**src/rtl/acq_scheduler.sv**
```systemverilog
// rtl/acq_scheduler.sv - one-at-a-time mic/position/overlay acquisition sequencer
// Optional coordinate smoothing is built when ACQ_SMOOTH_EN is defined.
module acq_scheduler #(
  parameter int          CW       = 26,
  parameter int          X_MAX    = 480,
  parameter int          Y_MAX    = 272,
  parameter logic [23:0] TIMEOUT  = 24'd6_000_000,
  parameter logic [19:0] HOLD_CYC = 20'd600_000
) (
  input  logic          clk,
  input  logic          rst_n,
  input  logic          ena,
  input  logic          mic_done,
  input  logic          mic_valid,
  output logic          mic_start,
  output logic          pos_ena,
  input  logic          pos_done,
  input  logic [CW-1:0] x_in,
  input  logic [CW-1:0] y_in,
  output logic          ovl_ena,
  output logic [CW-1:0] pix_x,
  output logic [CW-1:0] pix_y,
  output logic          busy,
  output logic          err_timeout,
  output logic [15:0]   upd_cnt,
  output logic [15:0]   rej_cnt
);

  typedef enum logic [2:0] {
    IDLE, START, WAIT_MIC, CALC, WAIT_POS, UPDATE, HOLD
  } state_t;

  localparam logic [CW-1:0] X_LAST    = CW'(X_MAX - 1);
  localparam logic [CW-1:0] Y_LAST    = CW'(Y_MAX - 1);
  localparam logic [23:0]   TMO_LAST  = TIMEOUT - 24'd1;
  localparam logic [23:0]   HOLD_LAST = {4'd0, HOLD_CYC} - 24'd1;
  localparam logic [23:0]   TIMER_MAX = 24'hFF_FFFF;

  state_t        state_q, state_d;
  logic [23:0]   timer_q, timer_d;
  logic          mic_start_q, mic_start_d;
  logic          pos_ena_q, pos_ena_d;
  logic          ovl_ena_q, ovl_ena_d;
  logic [CW-1:0] pix_x_q, pix_x_d;
  logic [CW-1:0] pix_y_q, pix_y_d;
  logic          busy_q, busy_d;
  logic          err_timeout_q, err_timeout_d;
  logic [15:0]   upd_cnt_q, upd_cnt_d;
  logic [15:0]   rej_cnt_q, rej_cnt_d;

  logic [CW-1:0] x_clamp, y_clamp;
  logic          ovl_now;
  logic [CW-1:0] pix_x_new, pix_y_new;
  logic          expired;

  // Signed clamp of a solver coordinate into [0, last]
  function automatic logic [CW-1:0] clamp(input logic [CW-1:0] v, input logic [CW-1:0] last);
    logic [CW-1:0] r;
    r = v;
    if (v[CW-1]) r = '0;
    else if ($signed(v) > $signed(last)) r = last;
    return r;
  endfunction

  assign x_clamp = clamp(x_in, X_LAST);
  assign y_clamp = clamp(y_in, Y_LAST);
  assign expired = (timer_q == TMO_LAST);

  // Next-state logic; completion pulses take priority over timer expiry
  always_comb begin
    state_d = state_q;
    unique case (state_q)
      IDLE:     if (ena) state_d = START;
      START:    state_d = WAIT_MIC;
      WAIT_MIC: begin
        if (mic_done)     state_d = mic_valid ? CALC : HOLD;
        else if (expired) state_d = HOLD;
      end
      CALC:     state_d = WAIT_POS;
      WAIT_POS: begin
        if (pos_done)     state_d = UPDATE;
        else if (expired) state_d = HOLD;
      end
      UPDATE:   state_d = HOLD;
      HOLD:     if (timer_q == HOLD_LAST) state_d = ena ? START : IDLE;
      default:  state_d = IDLE;
    endcase
  end

`ifdef ACQ_SMOOTH_EN
  logic [CW-1:0] hx_q [4];
  logic [CW-1:0] hx_d [4];
  logic [CW-1:0] hy_q [4];
  logic [CW-1:0] hy_d [4];
  logic          hfull_q, hfull_d;
  logic [CW+1:0] sum_x, sum_y;

  // History push on UPDATE entry; the first sample primes all four slots
  always_comb begin
    hx_d    = hx_q;
    hy_d    = hy_q;
    hfull_d = hfull_q;
    if (state_d == UPDATE) begin
      if (!hfull_q) begin
        for (int i = 0; i < 4; i++) begin
          hx_d[i] = x_clamp;
          hy_d[i] = y_clamp;
        end
        hfull_d = 1'b1;
      end else begin
        for (int i = 3; i > 0; i--) begin
          hx_d[i] = hx_q[i-1];
          hy_d[i] = hy_q[i-1];
        end
        hx_d[0] = x_clamp;
        hy_d[0] = y_clamp;
      end
    end
    sum_x = ({2'b00, hx_q[0]} + {2'b00, hx_q[1]}) + ({2'b00, hx_q[2]} + {2'b00, hx_q[3]});
    sum_y = ({2'b00, hy_q[0]} + {2'b00, hy_q[1]}) + ({2'b00, hy_q[2]} + {2'b00, hy_q[3]});
  end

  // History storage, cleared only by reset
  always_ff @(posedge clk or negedge rst_n) begin
    if (!rst_n) begin
      for (int i = 0; i < 4; i++) begin
        hx_q[i] <= '0;
        hy_q[i] <= '0;
      end
      hfull_q <= 1'b0;
    end else begin
      hx_q    <= hx_d;
      hy_q    <= hy_d;
      hfull_q <= hfull_d;
    end
  end

  assign ovl_now   = (state_q == UPDATE);
  assign pix_x_new = sum_x[CW+1:2];
  assign pix_y_new = sum_y[CW+1:2];
`else
  assign ovl_now   = (state_d == UPDATE);
  assign pix_x_new = x_clamp;
  assign pix_y_new = y_clamp;
`endif

  // Registered outputs are decoded from the next state so pulses line up with their state
  always_comb begin
    timer_d       = (state_d != state_q) ? 24'd0 :
                    (timer_q == TIMER_MAX) ? timer_q : timer_q + 24'd1;
    mic_start_d   = (state_d == START);
    pos_ena_d     = (state_d == CALC);
    busy_d        = (state_d != IDLE);
    ovl_ena_d     = ovl_now;
    pix_x_d       = ovl_now ? pix_x_new : pix_x_q;
    pix_y_d       = ovl_now ? pix_y_new : pix_y_q;
    upd_cnt_d     = upd_cnt_q + ((state_d == UPDATE) ? 16'd1 : 16'd0);
    rej_cnt_d     = rej_cnt_q;
    err_timeout_d = err_timeout_q;
    if (state_q == WAIT_MIC && mic_done && !mic_valid) rej_cnt_d = rej_cnt_q + 16'd1;
    if (expired && ((state_q == WAIT_MIC && !mic_done) || (state_q == WAIT_POS && !pos_done)))
      err_timeout_d = 1'b1;
    if (state_d == UPDATE) err_timeout_d = 1'b0;
  end

  // State, timer and output registers
  always_ff @(posedge clk or negedge rst_n) begin
    if (!rst_n) begin
      state_q       <= IDLE;
      timer_q       <= '0;
      mic_start_q   <= 1'b0;
      pos_ena_q     <= 1'b0;
      ovl_ena_q     <= 1'b0;
      pix_x_q       <= '0;
      pix_y_q       <= '0;
      busy_q        <= 1'b0;
      err_timeout_q <= 1'b0;
      upd_cnt_q     <= '0;
      rej_cnt_q     <= '0;
    end else begin
      state_q       <= state_d;
      timer_q       <= timer_d;
      mic_start_q   <= mic_start_d;
      pos_ena_q     <= pos_ena_d;
      ovl_ena_q     <= ovl_ena_d;
      pix_x_q       <= pix_x_d;
      pix_y_q       <= pix_y_d;
      busy_q        <= busy_d;
      err_timeout_q <= err_timeout_d;
      upd_cnt_q     <= upd_cnt_d;
      rej_cnt_q     <= rej_cnt_d;
    end
  end

  assign mic_start   = mic_start_q;
  assign pos_ena     = pos_ena_q;
  assign ovl_ena     = ovl_ena_q;
  assign pix_x       = pix_x_q;
  assign pix_y       = pix_y_q;
  assign busy        = busy_q;
  assign err_timeout = err_timeout_q;
  assign upd_cnt     = upd_cnt_q;
  assign rej_cnt     = rej_cnt_q;

endmodule

```
**config.mk**
```make
export PLATFORM = sky130hd
export DESIGN_NAME = acq_scheduler
export DESIGN_NICKNAME = d
export VERILOG_FILES = /design/src/rtl/acq_scheduler.sv
export SDC_FILE = /design/constraint.sdc
export NUM_CORES = 1
export LEC_CHECK = 0
export ABC_AREA = 0
export CORE_ASPECT_RATIO = 2
export CORE_MARGIN = 2
export CORE_UTILIZATION = 40
export DETAILED_ROUTE_END_ITERATION = 10
export PLACE_DENSITY_LB_ADDON = 0.1
export SLEW_MARGIN = 20
export SYNTH_ARGS = -nofsm -noshare
export SYNTH_HDL_FRONTEND = slang
export SYNTH_SLANG_ARGS = --single-unit
```
**constraint.sdc**
```tcl
create_clock -name clk -period 3.4 [get_ports clk]
set_input_delay 0.68 -clock clk [delete_from_list [all_inputs] [get_ports clk]]
set_output_delay 0.68 -clock clk [all_outputs]
set_load 0.05 [all_outputs]
```
==> impl_results.html <==
<table>
<tr><th>Metric</th><th>Value</th></tr>
<tr><th colspan="2">Status</th></tr>
<tr><td>Run status</td><td>complete, no violations</td></tr>
<tr><th colspan="2">Worst setup path</th></tr>
<tr><td>Class of the most critical setup path</td><td>reg2reg</td></tr>
<tr><td>Required time worst endpoint</td><td>3690 ps</td></tr>
<tr><td>Critical Path, Cell by Cell</td><td>nor4b_1, nand4_1, o31a_1, nand4_1, buf_4, nor2_1</td></tr>
<tr><td>CP max FO</td><td>11</td></tr>
<tr><td>R2R cell count</td><td>6</td></tr>
<tr><td>Kind of launch point of the worst setup path</td><td>register</td></tr>
<tr><td>Crit path max-delay cell type</td><td>sky130_fd_sc_hd__nor4b_1</td></tr>
<tr><td>Largest incremental delay on the critical path</td><td>520 ps</td></tr>
<tr><td>Critical path's most frequent cell</td><td>sky130_fd_sc_hd__nand4_1</td></tr>
<tr><td>Data arrival time of the worst path</td><td>2800 ps</td></tr>
<tr><td>Total buffers and inverters traversed by the critical path</td><td>1</td></tr>
<tr><td>Critical Path Sink Type</td><td>register</td></tr>
<tr><td>Top cell family by delay on the critical path</td><td>simple AND/OR/NAND/NOR gates</td></tr>
<tr><td>WP depth</td><td>6</td></tr>
<tr><th colspan="2">Yosys</th></tr>
<tr><td>Most common cell in the netlist</td><td>sky130_fd_sc_hd__dfrtp_1</td></tr>
<tr><td>Mapped Avg Cell Area</td><td>10.5 sq um</td></tr>
<tr><td>Synthesized cell area</td><td>5080 sq um</td></tr>
<tr><td>Commonest cells in the synthesized netlist</td><td>sky130_fd_sc_hd__dfrtp_1 (114), sky130_fd_sc_hd__nor2_1 (57), sky130_fd_sc_hd__nand2_1 (48), sky130_fd_sc_hd__and2_1 (32), sky130_fd_sc_hd__xor2_1 (26)</td></tr>
<tr><td>Yosys synthesis warning count</td><td>0</td></tr>
<tr><td>Flops &amp; latches, synth</td><td>114</td></tr>
<tr><td>Primary flip-flop cell chosen by synthesis mapping</td><td>sky130_fd_sc_hd__dfrtp_1</td></tr>
<tr><td>Share of synthesized flip-flops with an asynchronous set or reset</td><td>1.00</td></tr>
<tr><td>Instance count of the mapped netlist</td><td>483</td></tr>
<tr><td>Number of unique standard cell types used by synthesis</td><td>49</td></tr>
<tr><td>Area share of the largest cell type after synthesis</td><td>0.562</td></tr>
<tr><td>Number of enable flip-flop cells after synthesis</td><td>0</td></tr>
<tr><td>Top cells by area in the synthesized netlist</td><td>sky130_fd_sc_hd__dfrtp_1 (56%), sky130_fd_sc_hd__xor2_1 (4.5%), sky130_fd_sc_hd__nor2_1 (4.2%)</td></tr>
<tr><td>Cell type with the largest total area after synthesis</td><td>sky130_fd_sc_hd__dfrtp_1</td></tr>
<tr><td>Portion of the post-synthesis area used by sequential elements</td><td>0.562</td></tr>
<tr><th colspan="2">Clock tree</th></tr>
<tr><td>Clock insertion delay at the later pin of the skew report</td><td>410 ps</td></tr>
<tr><td>Root buffer selected by CTS</td><td>sky130_fd_sc_hd__clkbuf_16</td></tr>
<tr><td>Setup bufs post-CTS</td><td>0</td></tr>
<tr><td>Reg clk slew, reported paths</td><td>60 ps</td></tr>
<tr><td>Number of buffers on the longest clock path</td><td>2</td></tr>
<tr><td>TritonCTS clock tree</td><td>yes</td></tr>
<tr><td>Post-cts resize count</td><td>0</td></tr>
<tr><td>Cts bufs inserted</td><td>17</td></tr>
<tr><td>Clock sinks</td><td>114</td></tr>
<tr><td>Count of hold-fix buffers inserted at cts</td><td>0</td></tr>
<tr><td>Total number of H-tree levels</td><td>4</td></tr>
<tr><th colspan="2">Floorplan</th></tr>
<tr><td>Area of the die</td><td>13,700 sq um</td></tr>
<tr><td>X dimension of the die</td><td>83.7 um</td></tr>
<tr><td>Area of the placeable core</td><td>12,500 sq um</td></tr>
<tr><td>Initial core utilization</td><td>0.407</td></tr>
<tr><td>Die span in y</td><td>163 um</td></tr>
<tr><td>Number of core rows</td><td>58</td></tr>
<tr><td>Total I/O pin count</td><td>147</td></tr>
<tr><th colspan="2">GRT</th></tr>
<tr><td>Vias in the first global route</td><td>4,324</td></tr>
<tr><td>Residual overflow from global routing</td><td>0</td></tr>
<tr><td>Maximum number of pins on one net before global-route repair</td><td>67</td></tr>
<tr><td>Overall track demand over capacity in global routing</td><td>0.202</td></tr>
<tr><td>First-pass GRT wire length</td><td>21,800 um</td></tr>
<tr><td>Initial antenna violation count</td><td>0</td></tr>
<tr><th colspan="2">Timing</th></tr>
<tr><td>RSZ-0062 raised after global routing</td><td>no</td></tr>
<tr><td>Final TNS setup</td><td>0 ps</td></tr>
<tr><td>Max-Slew Margin vs Limit</td><td>0.446</td></tr>
<tr><td>Number of hold violations in the final report</td><td>0</td></tr>
<tr><td>Number of endpoints failing setup at the final stage</td><td>0</td></tr>
<tr><td>Final setup slack of the worst path</td><td>891 ps</td></tr>
<tr><td>Share of the clock period used by the worst path after layout</td><td>0.738</td></tr>
<tr><td>Actual slew at the worst max-slew pin</td><td>823 ps</td></tr>
<tr><td>Maximum clock skew at final layout</td><td>5.74 ps</td></tr>
<tr><td>Minimum clock period</td><td>2510 ps</td></tr>
<tr><td>Achievable Freq</td><td>0.399 GHz</td></tr>
<tr><td>Final count of pins violating max slew</td><td>0</td></tr>
<tr><th colspan="2">Route</th></tr>
<tr><td>Number of vias after detailed routing</td><td>4,168</td></tr>
<tr><td>Wirelength per Cell</td><td>16.5 um</td></tr>
<tr><td>Iteration-0 DRC Markers</td><td>240</td></tr>
<tr><td>Detailed-route wire length</td><td>13,100 um</td></tr>
<tr><td>Remaining DRCs</td><td>0</td></tr>
<tr><td>Residual antenna-violating net count after detailed routing</td><td>0</td></tr>
<tr><td>Number of detailed-routing iterations run before antenna repair</td><td>4</td></tr>
<tr><td>Mean number of vias per cell</td><td>5.25</td></tr>
<tr><th colspan="2">Place</th></tr>
<tr><td>Final HPWL from detailed placement</td><td>9800 um</td></tr>
<tr><td>Routability Congestion</td><td>0.868</td></tr>
<tr><td>Port Buf Inserts</td><td>144</td></tr>
<tr><td>Minimum setup slack after placement</td><td>544 ps</td></tr>
<tr><th colspan="2">Worst hold path</th></tr>
<tr><td>Worst hold-check path type</td><td>in2async</td></tr>
<tr><th colspan="2">Power</th></tr>
<tr><td>Largest voltage drop on the vdd net</td><td>446 uV</td></tr>
<tr><td>PwrDens</td><td>663 nW/um^2</td></tr>
<tr><td>Static Leak</td><td>0.00310 uW</td></tr>
<tr><th colspan="2">Final layout</th></tr>
<tr><td>Share of cells above drive strength 1</td><td>0.0683</td></tr>
<tr><td>Number of nets in the finished design</td><td>693</td></tr>
<tr><td>Area grow syn2layout</td><td>43.7%</td></tr>
<tr><td>Antenna diodes</td><td>0</td></tr>
<tr><th colspan="2">Run</th></tr>
<tr><td>Maxcap violations</td><td>0</td></tr>
</table>
-- metal layers --
metal | vias to the layer above | part of all wire | global-route usage
li1 | 1982 | - | -
met1 | 2029 | 0.37 | 0.219
met2 | 125 | 0.56 | 0.361
met3 | 32 | 0.040 | 0.0455
met4 | 0 | 0.036 | 0.109
met5 | - | 0 | 0
-- power breakdown --
group | switching (uW) | internal, uW
clock | 631 | 1240
combinational | 856 | 443
sequential | 146 | 1520
-- worst paths after layout --
kind / slack (ps) / end / startpoint
setup / recovery: 890 / timer_q[9] / timer_q[23]
hold / removal: 310 / rej_cnt[14] / rst_n
setup reg to reg: 890 / timer_q[9] / timer_q[23]
hold reg to reg: 470 / rej_cnt[15] / rej_cnt[15]
max in group asynchronous: 2300 / pix_y[7] / rst_n
min in group clk: 470 / rej_cnt[15] / rej_cnt[15]
-- worst register-to-register path: stages, from the launching register on --
cell	delay, ps
sky130_fd_sc_hd__dfrtp_1	470
sky130_fd_sc_hd__nor4b_1	520
sky130_fd_sc_hd__nand4_1	270
sky130_fd_sc_hd__o31a_1	380
sky130_fd_sc_hd__nand4_1	440
sky130_fd_sc_hd__buf_4	260
sky130_fd_sc_hd__nor2_1	50
-- logic make-up after synthesis --
| kind of cell | count (synthesis) | share of synthesized area |
|---|---|---|
| adder cells (fa/ha/maj) | 4 | 0.00985 |
| other | 1 | 0.000738 |
| AND/OR/NAND/NOR | 237 | 0.246 |
| AO/OA/AOI/OAI | 46 | 0.0665 |
| flip-flops | 114 | 0.562 |
| multiplexers | 3 | 0.00616 |
| buffers and inverters | 28 | 0.0229 |
| XOR/XNOR | 50 | 0.0862 |
-- stage by stage --
step	cell area (sq um)	power, uW	util	instances	hold WS, ps
floorplan	5080	2490	-	484	384
global placement	6670	2980	0.534	762	461
detailed placement	6670	3000	0.534	762	464
CTS	7300	4910	0.585	794	320
global route	7300	5080	0.585	794	341
finish	7300	4840	0.585	794	306
-- cell usage in the layout, fill, tap and decap left out, types with 5 or more instances in the layout --
cell type / instances
sky130_fd_sc_hd__and2_1: 32
sky130_fd_sc_hd__nor3_1: 10
sky130_fd_sc_hd__clkdlybuf4s50_1: 143
sky130_fd_sc_hd__o31ai_1: 13
sky130_fd_sc_hd__nand3_1: 14
sky130_fd_sc_hd__dfrtp_1: 114
sky130_fd_sc_hd__nand4_1: 24
sky130_fd_sc_hd__xor2_1: 26
sky130_fd_sc_hd__or4_1: 5
sky130_fd_sc_hd__nand2b_1: 5
sky130_fd_sc_hd__nor4_1: 12
sky130_fd_sc_hd__nor2_1: 57
sky130_fd_sc_hd__clkbuf_16: 17
sky130_fd_sc_hd__and3_1: 7
sky130_fd_sc_hd__xnor2_1: 24
sky130_fd_sc_hd__o21ai_0: 11
sky130_fd_sc_hd__inv_1: 8
sky130_fd_sc_hd__nand2_1: 48
-- flip-flops by register name, summed over array words and instances, names as in the netlist --
register,cells
busy,1
mic_start,1
err_timeout,1
ovl_ena,1
upd_cnt,16
pix_y,25
rej_cnt,16
pix_x,25
state_q,3
pos_ena,1
timer_q,24
-- layout make-up --
class                           instances  area (sq um)
Tap cell                              150           188
Multi-Input combinational cell        342          2120
Clock buffer                           19           443
Fill cell                            1082          5180
Sequential cell                       114          2850
Clock inverter                         13           184
Timing Repair Buffer                  148          1480
Inverter                                8          30.0
Note: power is estimated with default switching activity, not from simulation.
